File: config.mk
export PLATFORM = sky130hd
export DESIGN_NAME = hilo_div_ctrl
export DESIGN_NICKNAME = d
export VERILOG_FILES = /design/src/rtl/hilo_div_ctrl_pkg.sv /design/src/rtl/hilo_div_ctrl_div_iter_core.sv /design/src/rtl/hilo_div_ctrl.sv
export SDC_FILE = /design/constraint.sdc
export NUM_CORES = 1
export LEC_CHECK = 0
export BUFFER_PORTS_ARGS = -buffer_cell sky130_fd_sc_hd__buf_2
export CORE_UTILIZATION = 30
export DETAILED_ROUTE_END_ITERATION = 7
export PLACE_DENSITY = 0.49
export SETUP_SLACK_MARGIN = 0.1
export SLEW_MARGIN = 20
export SYNTH_ARGS = -nofsm -noshare
export SYNTH_HDL_FRONTEND = slang
export SYNTH_SLANG_ARGS = --single-unit
File: constraint.sdc
create_clock -name clk -period 2.95 [get_ports clk]
set_input_delay 0.1475 -clock clk [delete_from_list [all_inputs] [get_ports clk]]
set_output_delay 0.1475 -clock clk [all_outputs]
set_load 0.1 [all_outputs]
File: src/rtl/hilo_div_ctrl_pkg.sv
// ============================================================================
// hilo_div_ctrl_pkg
// ----------------------------------------------------------------------------
// Shared definitions for the HI/LO multiply/divide-unit controller:
//   - DEFAULT_WIDTH : default operand / result width
//   - DIV_ITERS     : number of restoring iterations for a default-width divide
//   - OP_*          : encodings of the 2-bit op field presented by EX
//   - state_t/ST_*  : controller FSM state type and state constants
//   - is_hilo_read  : true for the ops that read HI or LO (MFHI / MFLO)
// No ports; imported by hilo_div_ctrl and div_iter_core.
// ============================================================================
package hilo_div_ctrl_pkg;

    localparam int DEFAULT_WIDTH = 32;

    // One restoring step per result bit.
    localparam int DIV_ITERS = DEFAULT_WIDTH;

    // Op field encodings from the EX stage.
    localparam logic [1:0] OP_DIVU = 2'b00;
    localparam logic [1:0] OP_MFHI = 2'b01;
    localparam logic [1:0] OP_MFLO = 2'b10;
    localparam logic [1:0] OP_RSVD = 2'b11;

    // Controller states, kept as plain constants so the encoding is visible
    // in waveforms and netlists without enum decoding.
    typedef logic [1:0] state_t;
    localparam state_t ST_IDLE = 2'd0;
    localparam state_t ST_BUSY = 2'd1;
    localparam state_t ST_DONE = 2'd2;

    function automatic logic is_hilo_read(input logic [1:0] op_code);
        return (op_code == OP_MFHI) || (op_code == OP_MFLO);
    endfunction

endpackage

File: src/rtl/hilo_div_ctrl_div_iter_core.sv
// ============================================================================
// div_iter_core
// ----------------------------------------------------------------------------
// Datapath of an unsigned restoring divider, one quotient bit per step.
// Holds a 2*WIDTH partial-remainder register {R, Q} and the latched divisor.
//   load : capture divisor and set {R, Q} = {0, dividend}
//   step : shift {R, Q} left; try R - divisor; keep the difference and shift
//          in 1 when it does not go negative, otherwise restore and shift in 0
// After WIDTH steps the upper half is the remainder and the lower half the
// quotient. Directly after a load (no steps) the lower half still holds the
// dividend, which the controller relies on for its divide-by-zero shortcut.
//
// Ports:
//   clk       in   clock, all state on rising edge
//   reset     in   synchronous active-high reset, clears all state
//   load      in   start a new divide (has priority over step)
//   step      in   perform one restoring iteration
//   dividend  in   WIDTH  dividend captured on load
//   divisor   in   WIDTH  divisor captured on load
//   quotient  out  WIDTH  lower half of the partial-remainder register
//   remainder out  WIDTH  upper half of the partial-remainder register
// ============================================================================
module div_iter_core
    import hilo_div_ctrl_pkg::*;
#(
    parameter int WIDTH = DEFAULT_WIDTH
) (
    input  logic             clk,
    input  logic             reset,
    input  logic             load,
    input  logic             step,
    input  logic [WIDTH-1:0] dividend,
    input  logic [WIDTH-1:0] divisor,
    output logic [WIDTH-1:0] quotient,
    output logic [WIDTH-1:0] remainder
);

    logic [2*WIDTH-1:0] rem_reg;
    logic [2*WIDTH-1:0] rem_next;
    logic [WIDTH-1:0]   divisor_reg;

    // Upper half after the left shift needs WIDTH+1 bits: the bit shifted
    // out of the remainder half takes part in the trial subtraction.
    logic [WIDTH:0]     partial;
    logic [WIDTH:0]     trial_diff;

    always_comb begin
        partial    = rem_reg[2*WIDTH-1:WIDTH-1];
        trial_diff = partial - {1'b0, divisor_reg};
        rem_next   = rem_reg;
        if (load) begin
            rem_next = {{WIDTH{1'b0}}, dividend};
        end else if (step) begin
            // Remainder stays below the divisor, so the trial difference is
            // either a valid WIDTH-bit value or wraps with its MSB set.
            if (trial_diff[WIDTH]) begin
                rem_next = {rem_reg[2*WIDTH-2:0], 1'b0};
            end else begin
                rem_next = {trial_diff[WIDTH-1:0], rem_reg[WIDTH-2:0], 1'b1};
            end
        end
    end

    always_ff @(posedge clk) begin
        if (reset) begin
            rem_reg     <= '0;
            divisor_reg <= '0;
        end else begin
            rem_reg <= rem_next;
            if (load) begin
                divisor_reg <= divisor;
            end
        end
    end

    assign quotient  = rem_reg[WIDTH-1:0];
    assign remainder = rem_reg[2*WIDTH-1:WIDTH];

endmodule

File: src/rtl/hilo_div_ctrl.sv
// ============================================================================
// hilo_div_ctrl
// ----------------------------------------------------------------------------
// HI/LO controller for the 5-stage pipeline. Accepts DIVU / MFHI / MFLO from
// EX, runs a WIDTH-iteration unsigned restoring divide (one step per cycle)
// in div_iter_core, owns the HI (remainder) and LO (quotient) registers and
// stalls the front of the pipeline while a divide is in flight.
//
// Timing of a divide accepted at the end of cycle t:
//   BUSY t+1 .. t+WIDTH, DONE t+WIDTH+1 (hi/lo written at its end),
//   new hi/lo visible and busy low from t+WIDTH+2.
//
// Configuration macro:
//   DIV_ZERO_FAST_EN  when defined, a DIVU with src_b == 0 skips the
//                     iterations (IDLE -> DONE), giving the same result
//                     (lo = all ones, hi = dividend) at t+2.
//
// Ports:
//   clk       in   pipeline clock, all state on rising edge
//   reset     in   synchronous active-high reset (aborts any divide)
//   op_valid  in   EX presents an HI/LO-class op this cycle
//   op        in   2      00 DIVU, 01 MFHI, 10 MFLO, 11 reserved
//   src_a     in   WIDTH  dividend
//   src_b     in   WIDTH  divisor
//   stall     out  combinational; hold IF/ID/EX
//   busy      out  divide in flight (state != IDLE)
//   rd_valid  out  combinational; MFHI/MFLO result valid this cycle
//   rd_data   out  WIDTH  combinational; hi for MFHI, lo for MFLO, else 0
//   hi        out  WIDTH  HI register (remainder)
//   lo        out  WIDTH  LO register (quotient)
// ============================================================================
module hilo_div_ctrl
    import hilo_div_ctrl_pkg::*;
#(
    parameter int WIDTH = DIV_ITERS
) (
    input  logic             clk,
    input  logic             reset,
    input  logic             op_valid,
    input  logic [1:0]       op,
    input  logic [WIDTH-1:0] src_a,
    input  logic [WIDTH-1:0] src_b,
    output logic             stall,
    output logic             busy,
    output logic             rd_valid,
    output logic [WIDTH-1:0] rd_data,
    output logic [WIDTH-1:0] hi,
    output logic [WIDTH-1:0] lo
);

    localparam int CW = (WIDTH > 1) ? $clog2(WIDTH) : 1;
    localparam logic [CW-1:0] LAST_ITER = CW'(WIDTH - 1);
    localparam logic [CW-1:0] ONE_ITER  = CW'(1);

    state_t          state_reg;
    state_t          state_next;
    logic [CW-1:0]   count_reg;
    logic [CW-1:0]   count_next;
    logic [WIDTH-1:0] hi_reg;
    logic [WIDTH-1:0] lo_reg;

    logic             div_start;
    logic             core_load;
    logic             core_step;
    logic [WIDTH-1:0] core_quotient;
    logic [WIDTH-1:0] core_remainder;

`ifdef DIV_ZERO_FAST_EN
    // Set when the divide in flight took the zero-divisor shortcut; the core
    // then holds the untouched dividend in its lower half.
    logic             zero_fast_reg;
    logic             zero_fast_next;
`endif

    // ------------------------------------------------------------------
    // Pipeline handshake
    // ------------------------------------------------------------------
    assign busy      = (state_reg != ST_IDLE);
    assign stall     = op_valid && (op != OP_RSVD) && busy;
    assign rd_valid  = op_valid && is_hilo_read(op) && !busy;
    assign div_start = op_valid && (op == OP_DIVU) && !busy;

    always_comb begin
        rd_data = '0;
        if (rd_valid) begin
            rd_data = (op == OP_MFHI) ? hi_reg : lo_reg;
        end
    end

    // ------------------------------------------------------------------
    // FSM and iteration counter
    // ------------------------------------------------------------------
    always_comb begin
        state_next = state_reg;
        count_next = count_reg;
        core_load  = 1'b0;
        core_step  = 1'b0;
`ifdef DIV_ZERO_FAST_EN
        zero_fast_next = zero_fast_reg;
`endif
        case (state_reg)
            ST_IDLE: begin
                if (div_start) begin
                    core_load  = 1'b1;
                    count_next = '0;
`ifdef DIV_ZERO_FAST_EN
                    zero_fast_next = (src_b == '0);
                    state_next     = (src_b == '0) ? ST_DONE : ST_BUSY;
`else
                    state_next = ST_BUSY;
`endif
                end
            end
            ST_BUSY: begin
                core_step  = 1'b1;
                count_next = count_reg + ONE_ITER;
                if (count_reg == LAST_ITER) begin
                    count_next = '0;
                    state_next = ST_DONE;
                end
            end
            ST_DONE: begin
                state_next = ST_IDLE;
            end
            default: begin
                state_next = ST_IDLE;
            end
        endcase
    end

    always_ff @(posedge clk) begin
        if (reset) begin
            state_reg <= ST_IDLE;
            count_reg <= '0;
        end else begin
            state_reg <= state_next;
            count_reg <= count_next;
        end
    end

`ifdef DIV_ZERO_FAST_EN
    always_ff @(posedge clk) begin
        if (reset) begin
            zero_fast_reg <= 1'b0;
        end else begin
            zero_fast_reg <= zero_fast_next;
        end
    end
`endif

    // ------------------------------------------------------------------
    // HI/LO: written as a pair only at the end of DONE, so a consumer never
    // sees a half-updated result.
    // ------------------------------------------------------------------
    always_ff @(posedge clk) begin
        if (reset) begin
            hi_reg <= '0;
            lo_reg <= '0;
        end else if (state_reg == ST_DONE) begin
`ifdef DIV_ZERO_FAST_EN
            if (zero_fast_reg) begin
                hi_reg <= core_quotient;
                lo_reg <= '1;
            end else begin
                hi_reg <= core_remainder;
                lo_reg <= core_quotient;
            end
`else
            hi_reg <= core_remainder;
            lo_reg <= core_quotient;
`endif
        end
    end

    assign hi = hi_reg;
    assign lo = lo_reg;

    // ------------------------------------------------------------------
    // Divider datapath
    // ------------------------------------------------------------------
    div_iter_core #(
        .WIDTH (WIDTH)
    ) u_core (
        .clk       (clk),
        .reset     (reset),
        .load      (core_load),
        .step      (core_step),
        .dividend  (src_a),
        .divisor   (src_b),
        .quotient  (core_quotient),
        .remainder (core_remainder)
    );

endmodule

---- After elaboration in Yosys (flattened, before gate mapping) ----
Index checks and enable logic that the tools add are counted.
operators by class
  add/subtract/negate cells ............... 2
  multipliers ............................. 0
  div/mod/pow operators ................... 0
  $lt $le $gt $ge ......................... 0
  equality and inequality tests ........... 8
  shift-type cells ........................ 0
  muxes and demuxes ....................... 14
  bitwise gates (word level) .............. 0
  reduce and logical (&&, ||, !) cells .... 16
operators by type and width
  operator                                                         number
  32-bit two-way mux                                               4
  64-bit two-way mux                                               1
  33-bit by 32-bit subtractor with 33-bit output                   1
  5-bit two-way mux                                                2
  5-bit case mux with 2 select lines                               1
  1-bit logical AND                                                6
  2-bit != test, second input constant                             3
  2-bit nonzero test                                               3
  5-bit by 1-bit adder with 5-bit output, second input constant    1
  5-bit == test, second input constant                             1
  2-bit by 1-bit == test with 1-bit output, second input constant  2
  2-bit == test, second input constant                             2
  2-bit zero test                                                  2
  2-bit two-way mux                                                2
  2-bit case mux with 2 select lines                               1
  2-bit AND reduction                                              2
  1-bit two-way mux                                                3
  2-bit OR reduction                                               1
  1-bit zero test                                                  1
  1-bit logical OR                                                 1
storage, ports and cells
  flip-flop bits (word level) ............. 167
  bits in latches ......................... 0
  bits in writable memories ............... 0
  ROM bits ................................ 0
  bits of input ports ..................... 69
  output and inout bits ................... 99
  word-level logic and storage cells ...... 47
  memories ................................ 0

---- Longest topological paths before layout ----
Gate-level depths: netlist (run 1).
  depth in word-level cells ............... 6
  gate-level depth with buffers ........... 13
  depth with buffers taken out ............ 12

---- Hierarchy ----
A second synthesis (run 1) with hierarchy kept.
unflattened totals
  cell total of the unflattened synthesis .. 1,175
  area total of the unflattened synthesis .. 9,262.6 µm²
modules (own cells, without submodules)
  module         times used  cells an instance  area an instance (µm²)  sequential area each (µm²)
  div_iter_core  1           777                6,185.9                 1,921.8
  hilo_div_ctrl  1           398                3,076.7                 1,421.4

---- Least setup slack after synthesis (run 1) ----
OpenSTA, ideal clock, no wires.
  kind .................................... register -> output
  from .................................... reg state_reg[1]
  to ...................................... out stall
  arrival ................................. 2,643 ps
  data required time ...................... 2,803 ps
  path slack .............................. 159 ps
  stages on the path, launching flop included .. 3
  buffers on the path ..................... 0
  cell sequence ........................... dfxtp_1 -> nor2_1 -> nor3b_1
on the way
  cells in the longest elaborated chain, start to end .. 2
RTL lines
  item                    line                  source
  start, declared         hilo_div_ctrl.sv:55   state_t state_reg;
  start signal, assigned  hilo_div_ctrl.sv:136  state_reg <= state_next;
  2-bit nonzero test      hilo_div_ctrl.sv:78   assign busy = (state_reg != ST_IDLE);
  1-bit logical AND       hilo_div_ctrl.sv:79   assign stall = op_valid && (op != OP_RSVD) && busy;
  end, declared           hilo_div_ctrl.sv:43   output logic stall,
Every way passes these cells.

---- Worst setup path after layout (run 1) ----
  from .................................... reg u_core.rem_reg[40]
  to ...................................... reg u_core.rem_reg[52]
on the way
  cells in the longest elaborated chain, start to end .. 2
RTL lines
  item                                            line                               source
  start, declared                                 hilo_div_ctrl_div_iter_core.sv:38  logic [2*WIDTH-1:0] rem_reg;
  start signal, assigned                          hilo_div_ctrl_div_iter_core.sv:69  rem_reg <= rem_next;
  33-bit by 32-bit subtractor with 33-bit output  hilo_div_ctrl_div_iter_core.sv:49  trial_diff = partial - {1'b0, divisor_reg};
  64-bit two-way mux                              hilo_div_ctrl_div_iter_core.sv:56  if (trial_diff[WIDTH]) begin
Every way passes these cells.
A chain may end at the register's enable or synchronous reset.

==> flow_summary_export.csv, run 1 <==
group,metric,value,unit
status,outcome,"finished clean",
placement,globalplace.congestion,0.858,
global_routing,grt_max_degree,119,
worst_setup_path,path_max_fanout,5,
timing,timing.final.crit_share,92.1,%
global_routing,grt_usage,17.9,%
timing,rsz0062_at_grt,"no",
timing,whs,10.1,ps
yosys,synth_area_per_cell,7.74,um2
clock_tree,h-tree-depth,4,
yosys,synth_area,0.00872,mm2
cells_and_area,largest_reg_flops,64,
placement,io_buffers,167,
detailed_routing,via_count,8283,
min_path,holdPathStages,3,
die,initial_core_util,30.5,%
cells_and_area,area_delta_synth_final,34.4,%
timing,skew,14.3,ps
detailed_routing,viasPerCell,4.83,
detailed_routing,wl,27000,um
global_routing,grt_pass1_vias,7929,
global_routing,grt_pass1_wl,42900,um
placement,dpl.hpwl,19500,um
clock_tree,path_clk_slew,70,ps
pwr,power.density,563,mW/mm2
detailed_routing,final_antenna_net_count,0,
timing,worstMarginPinSlew,632,ps
worst_setup_path,r2r_end,"u_core.rem_reg[52]$_SDFFE_PP0P_",
detailed_routing,drtIter0Drc,571,
die,ios,168,
worst_setup_path,required,3290,ps
timing,timing.setup.tns,0,ps
worst_setup_path,worst-r2r-cell-count,11,
pwr,power,6.60,mW
yosys,synth.distinct_cells,59,
worst_setup_path,cp-start-kind,"register",
yosys,ys.flop_type,"dfxtp_1",
clock_tree,cts_tree,"done",
clock_tree,insertion_delay,430,ps
worst_setup_path,path_class,"register to register",
min_path,hp-class,"input pin to register",
min_path,hp-start,"src_a[27]",
detailed_routing,drc,0,
timing,slew_viol_final,0,
clock_tree,cts_sinks,167,
worst_setup_path,end_kind,"register",
cells_and_area,nets,1424,
pwr,p_leak,4.65,nW
die,die_area,0.0298,mm2
timing,setup-violations-final,0,
timing,fmax,368,MHz
yosys,synth.ff_latch_count,167,
worst_setup_path,slowest_delay,410,ps
cells_and_area,final_util,40.9,%
yosys,synthCells,1127,
global_routing,antenna_found_initial,0,
min_path,hold_end,"u_core.rem_reg[27]$_SDFFE_PP0P_",
clock_tree,cts_buffers,17,
pwr,ir_worst_vdd,0.349,mV
die,die_w,173,um
run,maxCapViolCount,0,
timing,period_minus_slack,2720,ps
worst_setup_path,crit_arrival,3060,ps
clock_tree,clk_root_buffer_cell,"clkbuf_16",
die,die-height,173,um
timing,finalHoldViolCount,0,
clock_tree,clock_path_buffers,2,
cells_and_area,drive_gt1_share,21.7,%
detailed_routing,avgRoutedWirePerCell,15.7,um
timing,slew_headroom,57.9,%
worst_setup_path,worstPathCellList,"ha_4 > a211oi_4 > nor2_2 > or3_1 > o21ai_2 > nand2_2 > o31ai_4 > nor2_8 > buf_4 > mux2i_1 > a211oi_1",
worst_setup_path,slowest_stage,"o31ai_4",
yosys,synth_edf_count,0,
yosys,yosysSeqAreaShare,38.3,%
die,core_area,0.0286,mm2
worst_setup_path,regToRegStartpoint,"u_core.rem_reg[40]$_SDFFE_PP0P_",
global_routing,overflow,0,
yosys,synthesis.nets,1234,
die,rows,62,
detailed_routing,first_pass_iters,5,
cells_and_area,diodes,0,
worst_setup_path,rrSetupSlack,230,ps
yosys,synth_warnings,0,
cells_and_area,fillers,2966,
yosys,async_flop_share,0,%
critical path, delay by kind of cell (launching register included):
family                     cells  cell delay [ps]
adders and majority gates      1              250
muxes                          1              120
DFF                            1              370
AOI/OAI and AO/OA              4             1080
and+or+nand+nor                4              630
buffers and inverters          1              180
synthesized netlist by cell type, types with 8 or more instances:
master / number / area share [%]
o21ai_0: 41 / 2.4
nand3_1: 22 / 1.3
inv_1: 44 / 1.9
xor2_1: 12 / 1.2
nor3_1: 11 / 0.63
nand4_1: 8 / 0.57
clkbuf_1: 61 / 2.6
ha_1: 37 / 5.3
xnor2_1: 17 / 1.7
a21o_1: 15 / 1.3
dfxtp_1: 167 / 38
nor2_1: 58 / 2.5
nand2_1: 251 / 11
buf_1: 10 / 0.43
nand2b_1: 8 / 0.57
mux2i_1: 59 / 6.8
a211oi_1: 8 / 0.69
a21oi_1: 187 / 11
a22oi_1: 33 / 2.8
metrics by stage:
step / cells / area, um2 / setup WS, ps
final: 1714 / 11700 / 232
after global routing: 1714 / 11700 / 91.0
after CTS: 1713 / 11600 / 93.5
after detailed placement: 1641 / 10600 / 74.6
after global placement: 1641 / 10600 / 119
after floorplan: 1127 / 8720 / 159
power breakdown:
group / internal (mW) / switching (mW) / leakage, nW
clock: 1.29 / 1.03 / 0.287
combinational: 0.884 / 1.01 / 3.01
sequential: 2.31 / 0.0680 / 1.35
total: 4.48 / 2.11 / 4.65
per-layer routing:
metal	GRT usage (%)	vias up	part of all wire [%]
met1	24.7	3815	50
met3	2.81	25	3.2
met4	5.21	0	1.6
li1	-	4271	-
met2	28.6	172	46
met5	0	-	0
layout make-up:
class | count | area [um2] | area share [%]
timing repair buffer | 245 | 2050 | 17.5
inverter | 44 | 165 | 1.41
clock inverter | 15 | 186 | 1.59
tap | 384 | 480 | 4.10
multi-input combinational | 842 | 5050 | 43.1
clock buffer | 17 | 425 | 3.63
sequential | 167 | 3350 | 28.6
layout by cell type (no fill, tap or decap), types with 17 or more instances in the layout:
cell type	instances
dfxtp_1	161
buf_2	134
buf_4	36
buf_12	36
mux2i_1	59
a22oi_1	33
inv_1	44
dlygate4sd3_1	37
nand2_1	251
nand3_1	22
clkbuf_16	17
xnor2_1	17
ha_1	28
nor2_1	55
a21oi_1	179
o21ai_0	38
cell families (layout without fill, tap and decap cells):
group           after synthesis  after routing  synth area share (%)
mux                          61             61                  7.03
xor+xnor                     29             29                  2.91
flops                       167            167                  38.3
simple gates                388            389                  18.8
buf+inv                     119            321                  5.52
compound gates              325            325                  21.8
fa+ha+maj                    38             38                  5.54
what timing repair did:
action | CTS | global route
hold buffers | 37 | 0
resized for setup | 2 | 35
gates cloned | 0 | 1
endpoints found under the hold margin | 37 | 0
pin swaps | 1 | 12
setup endpoints to repair | 17 | 31
buffers inserted | 3 | 0
how the worst max path moves through the flow:
stage,from,cells past startpoint,slack (ps),end
2_1_floorplan,state_reg[1]$_SDFFE_PP0P_,2,160,stall
3_3_place_gp,u_core.rem_reg[31]$_SDFFE_PP0P_,13,120,u_core.rem_reg[54]$_SDFFE_PP0P_
3_5_place_dp,u_core.rem_reg[31]$_SDFFE_PP0P_,13,70,u_core.rem_reg[46]$_SDFFE_PP0P_
4_1_cts,u_core.rem_reg[46]$_SDFFE_PP0P_,11,90,u_core.rem_reg[46]$_SDFFE_PP0P_
5_1_grt,u_core.divisor_reg[1]$_SDFFE_PP0P_,12,90,u_core.rem_reg[53]$_SDFFE_PP0P_
6_report,u_core.rem_reg[40]$_SDFFE_PP0P_,11,230,u_core.rem_reg[52]$_SDFFE_PP0P_
Power figures use the tool's default switching activity.
==> run 2: changes to the inputs <==
--- a/config.mk
+++ b/config.mk
@@ -9,7 +9,7 @@
 export CORE_UTILIZATION = 30
 export DETAILED_ROUTE_END_ITERATION = 7
 export PLACE_DENSITY = 0.49
-export SETUP_SLACK_MARGIN = 0.1
+export SETUP_SLACK_MARGIN = 0.4
 export SLEW_MARGIN = 20
 export SYNTH_ARGS = -nofsm -noshare
 export SYNTH_HDL_FRONTEND = slang
==> run 2 against run 1 <==
Via count grew 2.2%. Critical path depth grew 1. Sequential power is essentially flat. Fmax grew 0.63%. Highest routed layer unchanged.
==> flow_summary_export.csv, run 2 (synthesis results as in run 1) <==
group,metric,value,unit
cells_and_area,nets,1463,
cells_and_area,final_common_cell,"nand2_1",
timing,setup-violations-final,0,
placement,dpl.hpwl,19300,um
timing,period_minus_slack,2700,ps
global_routing,overflow,0,
die,initial_core_util,30.5,%
pwr,power.density,575,mW/mm2
worst_setup_path,r2r_end,"u_core.rem_reg[42]$_SDFFE_PP0P_",
clock_tree,insertion_delay,440,ps
timing,timing.final.crit_share,91.6,%
cells_and_area,final_cell_mix,"251 x nand2_1, 179 x a21oi_1, 166 x buf_2, 155 x dfxtp_1, 60 x buf_4",
min_path,hold_end,"u_core.rem_reg[4]$_SDFFE_PP0P_",
clock_tree,h-tree-depth,4,
die,die-height,173,um
status,outcome,"finished clean",
timing,rsz0062_at_grt,"yes",
die,die_area,0.0298,mm2
detailed_routing,drtIter0Drc,545,
global_routing,grt_pass1_vias,8265,
clock_tree,clock_path_buffers,2,
cells_and_area,final_util,41.2,%
detailed_routing,viasPerCell,4.83,
timing,skew,13.8,ps
timing,worstMarginPinSlew,1040,ps
timing,fin_ws,249,ps
clock_tree,cts_tree,"done",
run,maxCapViolCount,0,
pwr,ir_worst_vdd,0.475,mV
timing,slew_viol_final,0,
clock_tree,cts_sinks,167,
timing,timing.setup.tns,0,ps
die,ios,168,
placement,dp_slack,13.0,ps
cells_and_area,largest_reg_flops,64,
worst_setup_path,worst-r2r-cell-count,12,
worst_setup_path,rrSetupSlack,250,ps
global_routing,grt_max_degree,76,
worst_setup_path,required,3240,ps
timing,fmax,370,MHz
worst_setup_path,path_max_fanout,5,
detailed_routing,drc,0,
min_path,hp-start,"src_a[4]",
detailed_routing,wl,27200,um
min_path,hp-class,"input pin to register",
cells_and_area,drive_gt1_share,27.4,%
detailed_routing,via_count,8469,
detailed_routing,first_pass_iters,5,
worst_setup_path,regToRegStartpoint,"u_core.divisor_reg[3]$_SDFFE_PP0P_",
global_routing,grt_usage,18.5,%
worst_setup_path,path_class,"register to register",
detailed_routing,avgRoutedWirePerCell,15.5,um
worst_setup_path,crit_arrival,2990,ps
detailed_routing,final_antenna_net_count,0,
clock_tree,path_clk_slew,80,ps
clock_tree,clk_root_buffer_cell,"clkbuf_16",
worst_setup_path,end_kind,"register",
die,rows,62,
pwr,p_leak,4.80,nW
placement,globalplace.congestion,0.834,
pwr,power,6.77,mW
timing,finalHoldViolCount,0,
clock_tree,cts_buffers,17,
placement,io_buffers,167,
worst_setup_path,cp-start-kind,"register",
die,die_w,173,um
die,core_area,0.0286,mm2
global_routing,antenna_found_initial,0,
timing,slew_headroom,30.1,%
cells_and_area,area_delta_synth_final,35.2,%
timing,whs,9.77,ps
cells_and_area,diodes,0,
min_path,holdPathStages,3,
global_routing,grt_pass1_wl,44500,um
-- run 2: cell count changes in the layout (fill, tap and decap cells not counted), sizes merged --
cell / change
buf: +30
inv: +1
clkbuf: +1
clkinvlp: -4
dlygate4sd3: +9
bufinv: -2
clkinv: +4
-- run 2: metrics by stage --
step           instance area [um2]  instances
2_1_floorplan                 8810       1127
3_5_place_dp                 10200       1652
4_1_cts                      11600       1746
3_3_place_gp                 10200       1652
6_report                     11800       1753
5_1_grt                      11800       1753
-- run 2: layout make-up --
class                           instances  area [um2]
Sequential cell                       167        3360
Multi-Input combinational cell        842        5300
Fill cell                            3006       16800
Tap cell                              384         480
Timing Repair Buffer                  284        1900
Clock inverter                         14         155
Inverter                               44         165
Clock buffer                           18         429
-- run 2: where the power goes --
part | switching (mW) | leakage [nW] | internal, mW
registers | 0.0676 | 1.36 | 2.31
logic | 1.11 | 3.16 | 1.06
clock network | 1.09 | 0.286 | 1.14
total | 2.26 | 4.80 | 4.52
-- run 2: critical path, cell delays in order, from the launching register on --
cell,delay [ps]
dfxtp_2,330
inv_2,70
ha_4,200
o211ai_1,370
a21oi_4,70
o21a_1,220
o21ai_2,220
nand2_2,110
a32o_2,310
nor2_4,250
buf_6,140
mux2i_1,170
a211oi_1,90
-- run 2: metal layers --
layer  routed length (um)  track usage [%]  vias up
li1                     -                -     4337
met1                13600             25.4     3949
met2                12400             30.0      166
met3                  979             3.01       17
met4                  245             4.28        0
met5                    0                0        -
-- run 2: how the worst max path moves through the flow --
| stage | from | end | slack, ps | depth (start not counted) |
|---|---|---|---|---|
| finish | u_core.divisor_reg[3]$_SDFFE_PP0P_ | u_core.rem_reg[42]$_SDFFE_PP0P_ | 250 | 12 |
| global route | u_core.divisor_reg[3]$_SDFFE_PP0P_ | u_core.rem_reg[43]$_SDFFE_PP0P_ | 110 | 12 |
| CTS | u_core.rem_reg[40]$_SDFFE_PP0P_ | u_core.rem_reg[59]$_SDFFE_PP0P_ | 250 | 11 |
| detailed placement | u_core.rem_reg[31]$_SDFFE_PP0P_ | u_core.rem_reg[37]$_SDFFE_PP0P_ | 10 | 13 |
| global placement | u_core.rem_reg[31]$_SDFFE_PP0P_ | u_core.rem_reg[37]$_SDFFE_PP0P_ | 60 | 13 |
| floorplan | u_core.divisor_reg[13]$_SDFFE_PP0P_ | u_core.rem_reg[42]$_SDFFE_PP0P_ | 400 | 13 |
-- run 2: timing repair --
action,4_1_cts,5_1_grt
resized for setup,54,28
gates cloned,1,0
endpoints found under the hold margin,46,0
pin swaps,37,21
hold buffers,46,0
setup endpoints to repair,33,33
buffers inserted,15,7
==> run 3: changes to the inputs <==
--- a/config.mk
+++ b/config.mk
@@ -8,7 +8,7 @@
 export BUFFER_PORTS_ARGS = -buffer_cell sky130_fd_sc_hd__buf_2
 export CORE_UTILIZATION = 30
 export DETAILED_ROUTE_END_ITERATION = 7
-export PLACE_DENSITY = 0.49
+export PLACE_DENSITY_LB_ADDON = 0.08
 export SETUP_SLACK_MARGIN = 0.4
 export SLEW_MARGIN = 20
 export SYNTH_ARGS = -nofsm -noshare
==> run 3 against run 2 <==
Sequential share of layout area decreased by 0.42 points. Largest cell class unchanged. Global-route usage is 0.26 points higher. Worst setup slack better by 24 ps. Register-to-register slack better by 20 ps. Die area is the same. Clock-buffer cell count stayed put. Design area grew 1.8%. Critical path type unchanged.
==> flow_summary_export.csv, run 3 (synthesis results as in run 1) <==
group,metric,value,unit
status,outcome,"finished clean",
die,initial_core_util,30.5,%
global_routing,grt_pass1_vias,8190,
die,die_w,173,um
worst_setup_path,required,3290,ps
timing,finalHoldViolCount,0,
detailed_routing,final_antenna_net_count,0,
worst_setup_path,startpoint,"u_core.rem_reg[60]$_SDFFE_PP0P_",
timing,rsz0062_at_grt,"yes",
detailed_routing,first_pass_iters,4,
timing,slew_headroom,45.2,%
die,rows,62,
detailed_routing,via_count,8561,
cells_and_area,regArea,0.00337,mm2
cells_and_area,area_delta_synth_final,37.7,%
placement,io_buffers,167,
global_routing,grt_max_degree,75,
placement,dpl.hpwl,19900,um
global_routing,grt_usage,18.7,%
timing,timing.final.crit_share,90.8,%
clock_tree,cts_tree,"done",
worst_setup_path,crit_arrival,3010,ps
timing,whs,14.2,ps
global_routing,grt_pass1_wl,45100,um
cells_and_area,nets,1472,
clock_tree,path_clk_slew,70,ps
min_path,hp-class,"input pin to register",
worst_setup_path,regToRegStartpoint,"u_core.rem_reg[60]$_SDFFE_PP0P_",
die,core_area,0.0286,mm2
global_routing,antenna_found_initial,0,
pwr,p_sw_share,32.8,%
cells_and_area,largest_reg_flops,64,
timing,setup-violations-final,0,
placement,dp_cells,1655,
timing,timing.setup.tns,0,ps
cells_and_area,diodes,0,
worst_setup_path,r2r_end,"u_core.rem_reg[42]$_SDFFE_PP0P_",
cells_and_area,final_common_cell,"nand2_1",
cells_and_area,final_cell_mix,"249 x nand2_1, 176 x a21oi_1, 166 x buf_2, 150 x dfxtp_1, 60 x buf_4",
detailed_routing,drtIter0Drc,506,
worst_setup_path,path_class,"register to register",
clock_tree,insertion_delay,430,ps
cells_and_area,final_area,0.0120,mm2
global_routing,overflow,0,
timing,worstMarginPinSlew,822,ps
cells_and_area,final_cell_count_no_fill,1762,
placement,globalplace.congestion,0.816,
clock_tree,cts_buffers,17,
pwr,power.density,577,mW/mm2
timing,fin_ws,273,ps
timing,skew,13.1,ps
pwr,switchingPower,2.27,mW
timing,slew_viol_final,0,
worst_setup_path,crit_end,"u_core.rem_reg[42]$_SDFFE_PP0P_",
worst_setup_path,path_max_fanout,5,
pwr,p_int,4.66,mW
clock_tree,h-tree-depth,4,
worst_setup_path,rrSetupSlack,270,ps
die,die_area,0.0298,mm2
pwr,ir_worst_vdd,0.387,mV
pwr,pwr-share-seq,34.4,%
detailed_routing,avgRoutedWirePerCell,15.9,um
pwr,p_leak,4.86,nW
cells_and_area,multiInputGateArea,0.00539,mm2
worst_setup_path,end_kind,"register",
clock_tree,clock_path_buffers,2,
clock_tree,cts_sinks,167,
die,ios,168,
detailed_routing,wl,28000,um
detailed_routing,drc,0,
die,die-height,173,um
placement,dp_slack,-10.9,ps
detailed_routing,viasPerCell,4.86,
cells_and_area,drive_gt1_share,29.0,%
pwr,pwr-share-comb,34.0,%
timing,period_minus_slack,2680,ps
run,maxCapViolCount,0,
timing,fmax,374,MHz
placement,placed_cell_area,0.0103,mm2
pwr,clkPwrFrac,31.6,%
clock_tree,clk_root_buffer_cell,"clkbuf_16",
worst_setup_path,worst-r2r-cell-count,14,
cells_and_area,fillers,2967,
worst_setup_path,cp-start-kind,"register",
[run 3: power by group through the flow]
stage | Sequential [mW] | Clock, mW | Combinational, mW
after floorplan | 2.40 | 0 | 1.34
after global placement | 2.43 | 0 | 1.80
after detailed placement | 2.43 | 0 | 1.79
after CTS | 2.38 | 2.26 | 2.18
after global routing | 2.39 | 2.35 | 2.56
final | 2.38 | 2.19 | 2.36
[run 3: how the worst min path moves through the flow]
stage,slack [ps],depth (start not counted),start,endpoint
after detailed placement,400,3,src_b[2],u_core.divisor_reg[2]$_SDFFE_PP0P_
after global placement,390,3,src_b[2],u_core.divisor_reg[2]$_SDFFE_PP0P_
after floorplan,280,2,src_b[10],u_core.divisor_reg[10]$_SDFFE_PP0P_
after CTS,2,3,src_a[13],u_core.rem_reg[13]$_SDFFE_PP0P_
final,10,3,src_a[14],u_core.rem_reg[14]$_SDFFE_PP0P_
after global routing,20,3,src_a[13],u_core.rem_reg[13]$_SDFFE_PP0P_
[run 3: cell type report]
class / instances / area share, %
multi-input cells: 842 / 44.9
flip-flops and latches: 167 / 28.1
repair buffers: 293 / 17.0
well taps: 384 / 4.00
clock buffers: 18 / 3.57
inverters: 44 / 1.38
clock inverters: 14 / 1.16
[run 3: repair_timing]
item | in CTS | in global routing
hold buffers | 48 | 0
resized for setup | 42 | 68
gates cloned | 2 | 0
hold endpoints to repair | 48 | 0
pin swaps | 30 | 41
endpoints found under the setup margin | 56 | 33
setup buffers | 17 | 8
[run 3: worst max-delay path: stages, from the launching register on]
cell	delay (ps)
dfxtp_4	360
ha_4	230
a21o_1	190
a21o_1	220
a21oi_4	180
buf_4	140
nand2_2	50
buf_4	150
o31ai_4	250
buf_6	160
nor2_8	50
buf_12	130
buf_12	130
mux2i_1	110
a211oi_1	230
[run 3: stage by stage]
step | util, % | power [mW]
after global routing | 41.9 | 7.30
final | 41.9 | 6.93
after global placement | 35.9 | 4.23
after floorplan | - | 3.74
after detailed placement | 35.9 | 4.22
after CTS | 40.7 | 6.81
[run 3: per-layer routing]
| metal | up-vias | global-route usage, % | wire length [um] |
|---|---|---|---|
| li1 | 4364 | - | - |
| met1 | 4025 | 27.5 | 14300 |
| met2 | 157 | 28.6 | 12400 |
| met3 | 15 | 2.90 | 1080 |
| met4 | 0 | 4.06 | 225 |
| met5 | - | 0 | 0 |
